===== src/rtl/fetch_pkg.sv =====
// Shared types and constants for the instruction fetch unit and its entry queue.
package fetch_pkg;

    typedef enum logic [1:0] {
        ST_BOOT,
        ST_RUN,
        ST_HALTED
    } fetch_state_t;

    typedef struct packed {
        logic [63:0] pc;
        logic [31:0] instr;
    } fetch_entry_t;

    localparam logic [63:0] PC_STEP           = 64'd4;
    localparam logic [31:0] HALT_WORD_DEFAULT = 32'hD440_0000;

    // Redirect targets are forced onto a word boundary.
    function automatic logic [63:0] align_target(input logic [63:0] target);
        return {target[63:2], 2'b00};
    endfunction

endpackage


===== src/rtl/instruction_fetch_if.sv =====
// Fetch-unit bus: instruction memory port, redirect request and decode handshake.
interface instruction_fetch_if;

    logic [63:0] adr;
    logic [31:0] Instruction;
    logic        br_taken;
    logic [63:0] br_target;
    logic        fetch_valid;
    logic [31:0] fetch_instr;
    logic [63:0] fetch_pc;
    logic        fetch_ready;
    logic        halted;

    modport master (
        output adr, fetch_valid, fetch_instr, fetch_pc, halted,
        input  Instruction, br_taken, br_target, fetch_ready
    );

    modport slave (
        input  adr, fetch_valid, fetch_instr, fetch_pc, halted,
        output Instruction, br_taken, br_target, fetch_ready
    );

endinterface


===== src/rtl/fetch_queue.sv =====
// Circular FIFO of fetched {pc, instr} entries with flush; push and pop together is legal when full.
module fetch_queue
    import fetch_pkg::*;
#(
    parameter int DEPTH = 2
) (
    input  logic                         clk,
    input  logic                         rst_n,
    input  logic                         push,
    input  logic                         pop,
    input  logic                         flush,
    input  fetch_entry_t                 wdata,
    output fetch_entry_t                 head,
    output logic                         full,
    output logic                         empty,
    output logic [$clog2(DEPTH+1)-1:0]   count
);

    localparam int PW = $clog2(DEPTH);
    localparam int CW = $clog2(DEPTH + 1);

    fetch_entry_t          mem [DEPTH];
    logic [PW-1:0]         rd_ptr;
    logic [PW-1:0]         wr_ptr;
    logic                  do_push;
    logic                  do_pop;

    function automatic logic [PW-1:0] next_ptr(input logic [PW-1:0] p);
        return (p == PW'(DEPTH - 1)) ? '0 : p + PW'(1);
    endfunction

    assign empty   = (count == '0);
    assign full    = (count == CW'(DEPTH));
    assign do_pop  = pop && !empty;
    assign do_push = push && (!full || do_pop);
    assign head    = mem[rd_ptr];

    always_ff @(posedge clk) begin
        if (!rst_n || flush) begin
            rd_ptr <= '0;
            wr_ptr <= '0;
            count  <= '0;
        end else begin
            if (do_push) wr_ptr <= next_ptr(wr_ptr);
            if (do_pop)  rd_ptr <= next_ptr(rd_ptr);
            case ({do_push, do_pop})
                2'b10:   count <= count + CW'(1);
                2'b01:   count <= count - CW'(1);
                default: count <= count;
            endcase
        end
    end

    // Storage carries no reset; the pointers alone define which slots are live.
    always_ff @(posedge clk) begin
        if (do_push) mem[wr_ptr] <= wdata;
    end

endmodule


===== src/rtl/instruction_fetch.sv =====
// Instruction fetch: pc/FSM control feeding a small queue toward decode, with redirect and halt.
module instruction_fetch
    import fetch_pkg::*;
#(
    parameter logic [63:0] RESET_PC    = 64'h0,
    parameter int          QUEUE_DEPTH = 2,
    parameter logic [31:0] HALT_WORD   = HALT_WORD_DEFAULT
) (
    input  logic                 clk,
    input  logic                 rst_n,
    instruction_fetch_if.master  bus
);

    localparam int CW = $clog2(QUEUE_DEPTH + 1);

    fetch_state_t   state;
    logic [63:0]    pc;
    logic           halted_r;
    logic           redirect;
    logic           pop;
    logic           push;
    logic           is_halt;
    logic           q_full;
    logic           q_empty;
    logic [CW-1:0]  q_count;
    fetch_entry_t   q_head;
    fetch_entry_t   q_wdata;

    // Redirect outranks everything; it is ignored only in BOOT.
    assign redirect = bus.br_taken && (state != ST_BOOT);
    assign pop      = !q_empty && bus.fetch_ready && !redirect;
    assign push     = (state == ST_RUN) && !redirect && (!q_full || pop);
    assign is_halt  = (bus.Instruction == HALT_WORD);
    assign q_wdata  = '{pc: pc, instr: bus.Instruction};

    fetch_queue #(
        .DEPTH (QUEUE_DEPTH)
    ) u_queue (
        .clk   (clk),
        .rst_n (rst_n),
        .push  (push),
        .pop   (pop),
        .flush (redirect),
        .wdata (q_wdata),
        .head  (q_head),
        .full  (q_full),
        .empty (q_empty),
        .count (q_count)
    );

    always_ff @(posedge clk) begin
        if (!rst_n) begin
            state    <= ST_BOOT;
            pc       <= RESET_PC;
            halted_r <= 1'b0;
        end else begin
            case (state)
                ST_BOOT: begin
                    state    <= ST_RUN;
                    halted_r <= 1'b0;
                end
                default: begin
                    if (redirect) begin
                        pc       <= align_target(bus.br_target);
                        state    <= ST_RUN;
                        halted_r <= 1'b0;
                    end else if (push) begin
                        if (is_halt) begin
                            state    <= ST_HALTED;
                            halted_r <= 1'b1;
                        end else begin
                            pc <= pc + PC_STEP;
                        end
                    end
                end
            endcase
        end
    end

    assign bus.adr         = pc;
    assign bus.halted      = halted_r;
    assign bus.fetch_valid = (q_count != '0);
    assign bus.fetch_instr = q_empty ? 32'h0 : q_head.instr;
    assign bus.fetch_pc    = q_empty ? 64'h0 : q_head.pc;

endmodule


===== src/flat_wrapper.sv =====
// flat-port wrapper written by rule: the top's interface ports become plain ports
module instruction_fetch_flat import fetch_pkg::*;
#(
    parameter logic [63:0] RESET_PC    = 64'h0,
    parameter int          QUEUE_DEPTH = 2,
    parameter logic [31:0] HALT_WORD   = HALT_WORD_DEFAULT
)
  (clk, rst_n, bus_adr, bus_fetch_valid, bus_fetch_instr, bus_fetch_pc, bus_halted, bus_Instruction, bus_br_taken, bus_br_target, bus_fetch_ready);
  instruction_fetch_if bus_i ();
  input  logic clk;
  input  logic rst_n;
  output wire logic [$bits(bus_i.adr)-1:0] bus_adr;
  output wire logic [$bits(bus_i.fetch_valid)-1:0] bus_fetch_valid;
  output wire logic [$bits(bus_i.fetch_instr)-1:0] bus_fetch_instr;
  output wire logic [$bits(bus_i.fetch_pc)-1:0] bus_fetch_pc;
  output wire logic [$bits(bus_i.halted)-1:0] bus_halted;
  input wire logic [$bits(bus_i.Instruction)-1:0] bus_Instruction;
  input wire logic [$bits(bus_i.br_taken)-1:0] bus_br_taken;
  input wire logic [$bits(bus_i.br_target)-1:0] bus_br_target;
  input wire logic [$bits(bus_i.fetch_ready)-1:0] bus_fetch_ready;
  assign bus_adr = bus_i.adr;
  assign bus_fetch_valid = bus_i.fetch_valid;
  assign bus_fetch_instr = bus_i.fetch_instr;
  assign bus_fetch_pc = bus_i.fetch_pc;
  assign bus_halted = bus_i.halted;
  assign bus_i.Instruction = bus_Instruction;
  assign bus_i.br_taken = bus_br_taken;
  assign bus_i.br_target = bus_br_target;
  assign bus_i.fetch_ready = bus_fetch_ready;
  instruction_fetch #(.RESET_PC(RESET_PC), .QUEUE_DEPTH(QUEUE_DEPTH), .HALT_WORD(HALT_WORD)) u_core (.clk(clk), .rst_n(rst_n), .bus(bus_i));
endmodule

===== config.mk =====
export PLATFORM = sky130hd
export DESIGN_NAME = instruction_fetch_flat
export DESIGN_NICKNAME = d
export VERILOG_FILES = /design/src/rtl/fetch_pkg.sv /design/src/rtl/instruction_fetch_if.sv /design/src/rtl/fetch_queue.sv /design/src/rtl/instruction_fetch.sv /design/src/flat_wrapper.sv
export SDC_FILE = /design/constraint.sdc
export NUM_CORES = 1
export LEC_CHECK = 0
export ABC_AREA = 1
export CAP_MARGIN = 20
export CORE_UTILIZATION = 53
export CTS_CLUSTER_SIZE = 40
export DETAILED_ROUTE_END_ITERATION = 10
export GPL_TIMING_DRIVEN = 1
export PLACE_DENSITY = 0.92
export SLEW_MARGIN = 25
export SYNTH_ARGS = -nofsm -noshare
export SYNTH_HDL_FRONTEND = slang
export SYNTH_HIERARCHICAL = 1
export SYNTH_SLANG_ARGS = --single-unit

===== constraint.sdc =====
create_clock -name clk -period 7.7 [get_ports clk]
set_input_delay 1.155 -clock clk [delete_from_list [all_inputs] [get_ports clk]]
set_output_delay 1.155 -clock clk [all_outputs]
set_load 0.03 [all_outputs]

==> results.json, run 1 <==
{
  "outcome": "complete, no violations",
  "place_congestion": 0.9285,
  "crit_path_end_kind": "primary output",
  "core_area_um2": 25330,
  "synthCells": 1542,
  "power_leakage_nw": 6.633,
  "drtIter0Drc": 1111,
  "synth_seq_cells": 261,
  "holdPathStages": 2,
  "fp.dieW_um": 163.1,
  "clock_skew_ns": 0.01210,
  "pwr-share-comb_pct": 17.9,
  "multiInputGateArea_um2": 5533,
  "fp.dieH_um": 163.1,
  "min_path_type": "flop to flop",
  "drive_above_1_share_pct": 13.77,
  "cts_tree": "built",
  "antenna_found_initial": 5,
  "synthesis.area_um2": 13750,
  "seq_area_frac_synth_pct": 51.96,
  "final.period_utilization_pct": 59.02,
  "worstPathMaxFanout": 58,
  "regArea_um2": 7151,
  "final_common_cell": "nand2_1",
  "slew_viol_final": 0,
  "grt_max_degree": 97,
  "routedWlPerCell_um": 18.07,
  "hold_start": "u_core/u_queue/rd_ptr",
  "synth_ff_type": "edfxtp_1",
  "power_mw": 3.634,
  "slew_headroom_pct": 38.25,
  "die_area_um2": 26600,
  "setup_slack_ns": 3.155,
  "cp_cell_sequence": "buf_4 > mux2_2 > inv_1 > nor2_1 > clkdlybuf4s50_1",
  "synthArstFlopShare_pct": 0,
  "place_ws_ns": 3.595,
  "ff2ff_setup_slack_ns": 4.79,
  "setup-tns-final_ns": 0,
  "hold_viol": 0,
  "start_kind": "flop",
  "most-common-layout-cells": "331 x nand2_1, 319 x nor2_1, 257 x clkdlybuf4s50_1",
  "grt.busiest_layer": "met2",
  "area_growth_syn_to_layout_pct": 26.62,
  "grt_pass1_vias": 11100,
  "hpwl_um": 27160,
  "fin_crit_ns": 4.545,
  "clk_pin_slew_ns": 0.06,
  "post_cts_resized": 0,
  "swShare_pct": 28.16,
  "r2r-start": "u_core/bus.halted",
  "max_freq_mhz": 220.0,
  "hold_ws_ns": 0.4795,
  "max_stage_delay_ns": 0.82,
  "p_int_mw": 2.611,
  "cts.sink_count": 261,
  "routed_wirelength_um": 38730,
  "rsz0062_at_grt": "false",
  "synth_edf_count": 192,
  "crit_type": "flop to primary output",
  "r2r_cells": 9,
  "clockBufferDepth": 3,
  "crit_required_ns": 6.55,
  "grtUsageMet2_pct": 50.23,
  "met1_usage_pct": 35.25,
  "setup_violations": 0,
  "worst_slew_pin_slew_ns": 0.9263,
  "irDropWorstVdd_v": 0.0001664,
  "maxCapViolCount": 0,
  "portBuffers": 257,
  "clkPwrFrac_pct": 35.2,
  "r2r-end": "u_core/bus.adr[8]",
  "drc": 0,
  "htree_levels": 1,
  "cts-buffers-inserted": 27,
  "row_count": 58,
  "routed_via_density": 5.398,
  "netSwitchingPower_mw": 1.023,
  "postSynthAreaPerCell_um2": 8.920,
  "crit_slowest_cell": "buf_4",
  "yosysUniqueCellTypes": 43,
  "power_density_nw_per_um2": 208.7,
  "track_usage_pct": 28.70,
  "fillerInstances": 1870,
  "pwr-share-seq_pct": 46.9,
  "ios": 262,
  "cts_root_buf": "clkbuf_16",
  "clock_latency_ns": 0.55,
  "ctsHoldBuffers": 0,
  "postRouteAntennaNets": 0,
  "grt_pass1_wl_um": 59200,
  "use_met3_pct": 4.012,
  "ys_warn_count": 6,
  "post_cts_buffers": 0,
  "drtPass1Iterations": 6,
  "arrival_ns": 3.39,
  "initial_core_util_pct": 54.31,
  "nNetsFinal": 1888,
  "grt-ovfl-total": 0,
  "num_vias": 11570
}
[synthesized netlist by cell type (3+ instances only)]
cell type / n / area, um^2
xor2_1: 4 / 35.03
buf_1: 4 / 15.01
buf_2: 19 / 95.09
xnor2_1: 5 / 43.79
nand3_1: 79 / 395.4
o21ai_0: 55 / 275.3
buf_6: 5 / 56.30
nand3b_1: 4 / 30.03
nand4_1: 9 / 56.30
a21oi_1: 16 / 80.08
nor2_4: 5 / 56.30
and2_1: 3 / 18.77
nor2_2: 8 / 50.05
nand2_1: 331 / 1242
clkinv_1: 6 / 22.52
or2_2: 8 / 50.05
edfxtp_1: 192 / 5766
inv_2: 3 / 11.26
a21oi_2: 51 / 446.7
mux2_2: 56 / 630.6
dfxtp_1: 69 / 1381
inv_1: 187 / 701.9
buf_4: 4 / 30.03
nor2_1: 320 / 1201
o21ai_1: 5 / 25.02
clkbuf_1: 21 / 78.83
nand2_2: 9 / 56.30
nand2_4: 4 / 45.04
buf_12: 4 / 80.08
mux2_4: 40 / 600.6
[routing by layer]
metal  routed length (um)  up-vias  share of wire (%)
li1                     -     5465                  -
met1                15190     5426                 39
met2                19310      586                 50
met3                 2756       90                7.1
met4                 1478        0                3.8
met5                    0        -                  0
[state kept, by name, summed over array words and instances, names as in the netlist, named ones only]
register               count
u_core/bus.adr            62
u_core/u_queue/count       2
u_core/bus.halted          1
u_core/u_queue/wr_ptr      1
u_core/u_queue/rd_ptr      1
u_core/u_queue/mem       192
u_core/state               1
[logic make-up (layout without fill, tap and decap cells)]
group                      Yosys count  in the layout  share of synthesized area [%]
xor gates and xnor gates             9              9                         0.5731
AOI/OAI and AO/OA                  133            133                          6.486
adders and majority gates            1              1                        0.09095
DFF                                261            261                          51.96
muxes                               96             96                          8.951
buffers and inverters              254            515                          8.041
other                                1             11                        0.02726
and+or+nand+nor                    787            787                          23.87
[area by class of cell]
cell class              count  area share [%]
clock buffers              37           4.325
diodes                      5         0.07184
well taps                 330           2.371
multi-input cells        1032           31.77
inverters                 196           4.239
repair buffers            269           15.50
flip-flops and latches    261           41.06
clock inverters            13          0.6682
[worst max-delay path: cells and delay by family (launching register included)]
kind                   cells  cell delay (ns)
buffers and inverters      3             1.52
DFF                        1             0.76
muxes                      1             0.46
and+or+nand+nor            1             0.04
[worst max-delay path by stage]
stage	startpoint	end	cells past startpoint
after floorplan	bus_br_taken	u_core/u_queue/mem[0][0]	9
after global placement	bus_br_taken	u_core/u_queue/mem[0][91]	8
after detailed placement	bus_br_taken	u_core/u_queue/mem[0][92]	8
after CTS	flop	bus_fetch_pc[63]	5
after global routing	flop	bus_fetch_pc[54]	5
final	flop	bus_fetch_pc[63]	5
[power by group through the flow]
stage | logic [mW] | registers [mW] | clock network [mW]
after global placement | 0.622 | 1.72 | 0
after floorplan | 0.349 | 1.76 | 0
after detailed placement | 0.643 | 1.73 | 0
after CTS | 0.649 | 1.70 | 1.30
after global routing | 0.694 | 1.72 | 1.35
final | 0.650 | 1.71 | 1.28
[stage by stage]
stage	area [um^2]	std cells	util [%]
6_report	17420	2143	68.76
5_1_grt	17420	2143	68.76
4_1_cts	17400	2138	68.70
3_5_place_dp	16530	2088	65.27
3_3_place_gp	16500	2087	65.16
2_1_floorplan	13770	1547	-
(Power assumes the default switching activity.)
==> inputs of run 2 (changes only) <==
- CORE_UTILIZATION: 53 -> 48
- PLACE_DENSITY: 0.92 -> 0.89
- clock period: 7.7 -> 3.79 ns (I/O delays scaled with it)
==> run 2 against run 1 <==
Effect of this change: first-iteration DRC count down 0.45%; setup slack worse by 2.8 ns; via count down 2.1%; sequential cell count did not move; largest power group unchanged; routed wire length decreased by 0.89%; critical path depth increased by 1; worst hold slack improved by 0.0060 ns.
==> results.json, run 2 (synthesized netlist as in run 1, its figures left out) <==
{
  "outcome": "complete, no violations",
  "rsz0062_at_grt": "false",
  "antenna_found_initial": 2,
  "row_count": 61,
  "hold_start": "u_core/u_queue/rd_ptr",
  "place_congestion": 0.9700,
  "worst_slew_pin_slew_ns": 1.036,
  "r2r_cells": 9,
  "portBuffers": 257,
  "detailed_place.area_um2": 16660,
  "irDropWorstVdd_v": 0.0003511,
  "postRouteAntennaNets": 0,
  "drtIter0Drc": 1106,
  "place_ws_ns": 0.8137,
  "track_usage_pct": 25.66,
  "maxCapViolCount": 0,
  "clock_latency_ns": 0.55,
  "layout.cells.non_filler": 2196,
  "p_int_mw": 5.380,
  "pwr-share-comb_pct": 17.6,
  "clkPwrFrac_pct": 36.0,
  "cts_root_buf": "clkbuf_16",
  "most-common-layout-cells": "331 x nand2_1, 319 x nor2_1, 257 x clkdlybuf4s50_1",
  "cts.sink_count": 261,
  "ios": 262,
  "final_common_cell": "nand2_1",
  "cp_cell_sequence": "inv_1 > nand2_1 > clkinv_2 > buf_4 > nor2_1 > clkdlybuf4s50_1",
  "max_flop_register": "u_core/u_queue/mem",
  "num_vias": 11320,
  "grt_max_degree": 97,
  "setup_slack_ns": 0.3652,
  "initial_core_util_pct": 49.10,
  "grt-ovfl-total": 0,
  "post_cts_buffers": 0,
  "area_growth_syn_to_layout_pct": 27.86,
  "netSwitchingPower_mw": 2.090,
  "cts-buffers-inserted": 27,
  "grt_pass1_vias": 10750,
  "power_mw": 7.470,
  "cts_tree": "built",
  "critPathBufInv": 4,
  "ctsHoldBuffers": 0,
  "power_density_nw_per_um2": 424.8,
  "stdcell_area_um2": 17590,
  "die_area_um2": 29340,
  "min_path_type": "flop to flop",
  "drive_above_1_share_pct": 14.44,
  "power_leakage_nw": 6.685,
  "max_freq_mhz": 292.0,
  "arrival_ns": 2.86,
  "clk_pin_slew_ns": 0.07,
  "slew_headroom_pct": 30.91,
  "post_cts_resized": 0,
  "crit_family": "buffers and inverters",
  "fp.dieW_um": 171.3,
  "crit_slowest_cell": "buf_4",
  "largest_register_ffs": 192,
  "setup_violations": 0,
  "worstPathMaxFanout": 96,
  "post-place-cells": 2143,
  "drc": 0,
  "hpwl_um": 27400,
  "clock_skew_ns": 0.02195,
  "nNetsFinal": 1895,
  "r2r-start": "u_core/u_queue/count[0]",
  "final.period_utilization_pct": 90.36,
  "routed_wirelength_um": 38390,
  "routedWlPerCell_um": 17.48,
  "pwr-share-seq_pct": 46.3,
  "ff2ff_setup_slack_ns": 1.08,
  "clockBufferDepth": 3,
  "fillerInstances": 2244,
  "crit_required_ns": 3.22,
  "crit_path_end_kind": "primary output",
  "drtPass1Iterations": 5,
  "routed_via_density": 5.155,
  "max_stage_delay_ns": 0.77,
  "fin_crit_ns": 3.425,
  "htree_levels": 1,
  "grt_pass1_wl_um": 57350,
  "holdPathStages": 2,
  "fp.dieH_um": 171.3,
  "hold_end": "u_core/u_queue/rd_ptr",
  "r2r-end": "u_core/u_queue/mem[1][88]",
  "start_kind": "flop",
  "crit_type": "flop to primary output",
  "core_area_um2": 28010,
  "slew_viol_final": 0,
  "swShare_pct": 27.98,
  "setup-tns-final_ns": 0,
  "hold_viol": 0
}
-- run 2: how the worst max path moves through the flow --
stage / start / endpoint / slack (ns) / cells past startpoint
global placement: bus_fetch_ready / u_core/u_queue/mem[1][93] / 0.88 / 6
CTS: u_core/u_queue/count[0] / bus_fetch_pc[52] / 0.34 / 6
global route: u_core/u_queue/count[0] / bus_fetch_pc[52] / 0.23 / 6
detailed placement: bus_fetch_ready / u_core/u_queue/mem[1][92] / 0.81 / 6
floorplan: bus_br_taken / u_core/u_queue/mem[1][0] / 0.41 / 9
finish: u_core/u_queue/count[0] / bus_fetch_pc[52] / 0.37 / 6
-- run 2: cell type report --
cell class | instances | area, um^2 | share of cell area, %
timing repair buffer | 276 | 2765 | 15.72
clock buffer | 33 | 782.0 | 4.446
sequential | 261 | 7151 | 40.66
clock inverter | 17 | 137.6 | 0.7826
inverter | 196 | 738.2 | 4.197
multi-input combinational | 1032 | 5533 | 31.46
antenna | 3 | 7.507 | 0.04269
tap | 378 | 473.0 | 2.689
-- run 2: power groups by stage --
stage / Clock, mW / Sequential [mW] / Combinational (mW)
detailed placement: 0 / 3.52 / 1.31
floorplan: 0 / 3.56 / 0.711
global route: 2.85 / 3.48 / 1.41
finish: 2.69 / 3.46 / 1.32
CTS: 2.74 / 3.46 / 1.32
global placement: 0 / 3.50 / 1.28
-- run 2: stage by stage --
step / utilization, % / hold slack (ns)
5_1_grt: 62.78 / 0.5105
6_report: 62.79 / 0.4855
4_1_cts: 62.76 / 0.4856
2_1_floorplan: - / 0.4474
3_5_place_dp: 59.48 / 0.4745
3_3_place_gp: 59.48 / 0.4448
-- run 2: layer usage --
layer,GRT usage (%),vias up,routed length [um]
met5,0,-,0
met4,9.938,0,1276
met3,4.096,71,3027
met2,44.73,475,18680
met1,31.80,5316,15400
li1,-,5459,-
-- run 2: worst reg2reg max path, stage by stage, from the launching register on --
cell	delay [ns]
dfxtp_1	0.42
inv_1	0.13
nand2_1	0.12
clkinv_2	0.06
clkinv_1	0.05
nand2_2	0.07
a211oi_4	0.48
nand2_1	0.24
nor2_4	0.17
buf_4	0.56
==> inputs of run 3 (changes only) <==
- CORE_UTILIZATION: 48 -> 53
- PLACE_DENSITY: 0.89 -> 0.92
- clock period: 3.79 -> 3.6 ns (I/O delays scaled with it)
==> run 3 against run 2 <==
Effect of this change: core utilization rose by 6.2 points; routed wire length fell by 0.40%; first-iteration DRC count fell by 0.72%; cell area fell by 0.60%; sequential cell count did not move; non-clock buffer count fell by 2; worst hold slack got worse by 0.016 ns; sequential share of layout area rose by 0.24 points; register-to-register slack got worse by 0.25 ns; critical path type unchanged.
==> results.json, run 3 (synthesized netlist as in run 1, its figures left out) <==
{
  "cts-buffers-inserted": 27,
  "largest_register_ffs": 192,
  "ios": 262,
  "post_cts_resized": 0,
  "post-place-cells": 2093,
  "stdcell_area_um2": 17480,
  "hpwl_um": 27340,
  "crit_path_end_kind": "primary output",
  "cts_tree": "built",
  "clockBufferDepth": 3,
  "place_congestion": 0.9326,
  "r2r-end": "u_core/u_queue/mem[1][87]",
  "crit_type": "flop to primary output",
  "p_int_mw": 5.586,
  "hold_viol": 0,
  "post_cts_buffers": 0,
  "area_growth_syn_to_layout_pct": 27.10,
  "setup_violations": 0,
  "swShare_pct": 27.82,
  "power_mw": 7.739,
  "routedWlPerCell_um": 17.82,
  "clk_pin_slew_ns": 0.06,
  "core_area_um2": 25330,
  "setup-tns-final_ns": 0,
  "htree_levels": 1,
  "maxCapViolCount": 0,
  "max_flop_register": "u_core/u_queue/mem",
  "slew_viol_final": 0,
  "crit_required_ns": 3.06,
  "power_leakage_nw": 6.666,
  "routed_via_density": 5.346,
  "hold_start": "u_core/u_queue/rd_ptr",
  "holdPathStages": 2,
  "power_density_nw_per_um2": 442.7,
  "min_path_type": "flop to flop",
  "num_vias": 11470,
  "pwr-share-seq_pct": 47.1,
  "portBuffers": 257,
  "routed_wirelength_um": 38230,
  "grt_pass1_vias": 10880,
  "clock_latency_ns": 0.56,
  "worstPathMaxFanout": 25,
  "worst_slew_pin_slew_ns": 0.6022,
  "r2r-start": "u_core/u_queue/count[0]",
  "grt-ovfl-total": 0,
  "grt_max_degree": 66,
  "r2r_cells": 9,
  "antenna_found_initial": 2,
  "irDropWorstVdd_v": 0.0003983,
  "drtIter0Drc": 1098,
  "postRouteAntennaNets": 0,
  "final.period_utilization_pct": 90.40,
  "pwr-share-comb_pct": 18.1,
  "grt_pass1_wl_um": 57730,
  "initial_core_util_pct": 54.31,
  "cts.sink_count": 261,
  "most-common-layout-cells": "331 x nand2_1, 319 x nor2_1, 257 x clkdlybuf4s50_1",
  "arrival_ns": 2.71,
  "layout.cells.non_filler": 2145,
  "outcome": "complete, no violations",
  "rsz0062_at_grt": "false",
  "max_freq_mhz": 307.3,
  "netSwitchingPower_mw": 2.153,
  "ff2ff_setup_slack_ns": 0.83,
  "die_area_um2": 26600,
  "clock_skew_ns": 0.01932,
  "postLayoutCoreUtil_pct": 69.02,
  "drtPass1Iterations": 6,
  "fin_crit_ns": 3.255,
  "drive_above_1_share_pct": 13.79,
  "cts_root_buf": "clkbuf_16",
  "start_kind": "flop",
  "fp.dieW_um": 163.1,
  "detailed_place.area_um2": 16620,
  "track_usage_pct": 28.17,
  "clkPwrFrac_pct": 34.8,
  "drc": 0,
  "row_count": 58,
  "slew_headroom_pct": 59.73,
  "ctsHoldBuffers": 0,
  "final_common_cell": "nand2_1",
  "nNetsFinal": 1893,
  "fp.dieH_um": 163.1
}
[run 3: final cells by class]
cell class | count | area, um^2
clock inverters | 11 | 93.84
fillers | 1861 | 7845
inverters | 196 | 738.2
multi-input cells | 1032 | 5533
diodes | 2 | 5.005
repair buffers | 274 | 2788
flip-flops and latches | 261 | 7151
well taps | 330 | 412.9
clock buffers | 39 | 760.7
[run 3: worst max-delay path by stage]
| stage | start | cells after the start | endpoint |
|---|---|---|---|
| floorplan | u_core/bus.halted | 9 | u_core/u_queue/mem[1][0] |
| global placement | bus_fetch_ready | 6 | u_core/u_queue/mem[1][92] |
| detailed placement | bus_Instruction[1] | 10 | u_core/bus.adr[19] |
| CTS | u_core/u_queue/count[0] | 6 | bus_fetch_pc[12] |
| global route | u_core/u_queue/count[0] | 6 | bus_fetch_pc[12] |
| finish | u_core/u_queue/count[0] | 6 | bus_fetch_pc[12] |
[run 3: per-stage QoR]
stage	worst slack, ns	hold WS (ns)
5_1_grt	0.2550	0.5071
3_5_place_dp	0.8114	0.4609
2_1_floorplan	0.2455	0.4474
4_1_cts	0.3317	0.4714
3_3_place_gp	0.8359	0.4491
6_report	0.3455	0.4698
[run 3: layer usage]
metal  share of wire [%]  vias to the layer above  GRT usage, %  wire length, um
li1                    -                     5475             -                -
met1                  39                     5347         35.39            15060
met2                  49                      551         49.09            18650
met3                 7.9                       94         3.377             3004
met4                 4.0                        0         11.64             1516
met5                   0                        -             0                0
[run 3: worst max-delay path: stages, from the launching register on]
cell and delay [ns]:
dfxtp_1 0.41, inv_1 0.11, nand2_1 0.11, clkinv_2 0.26
buf_4 0.33, nor2_1 0.20, clkdlybuf4s50_1 0.73
[run 3: power groups by stage]
stage / registers, mW / clock network, mW / logic, mW
finish: 3.65 / 2.69 / 1.40
floorplan: 3.75 / 0 / 0.748
detailed placement: 3.70 / 0 / 1.38
CTS: 3.64 / 2.73 / 1.40
global route: 3.66 / 2.84 / 1.49
global placement: 3.68 / 0 / 1.35
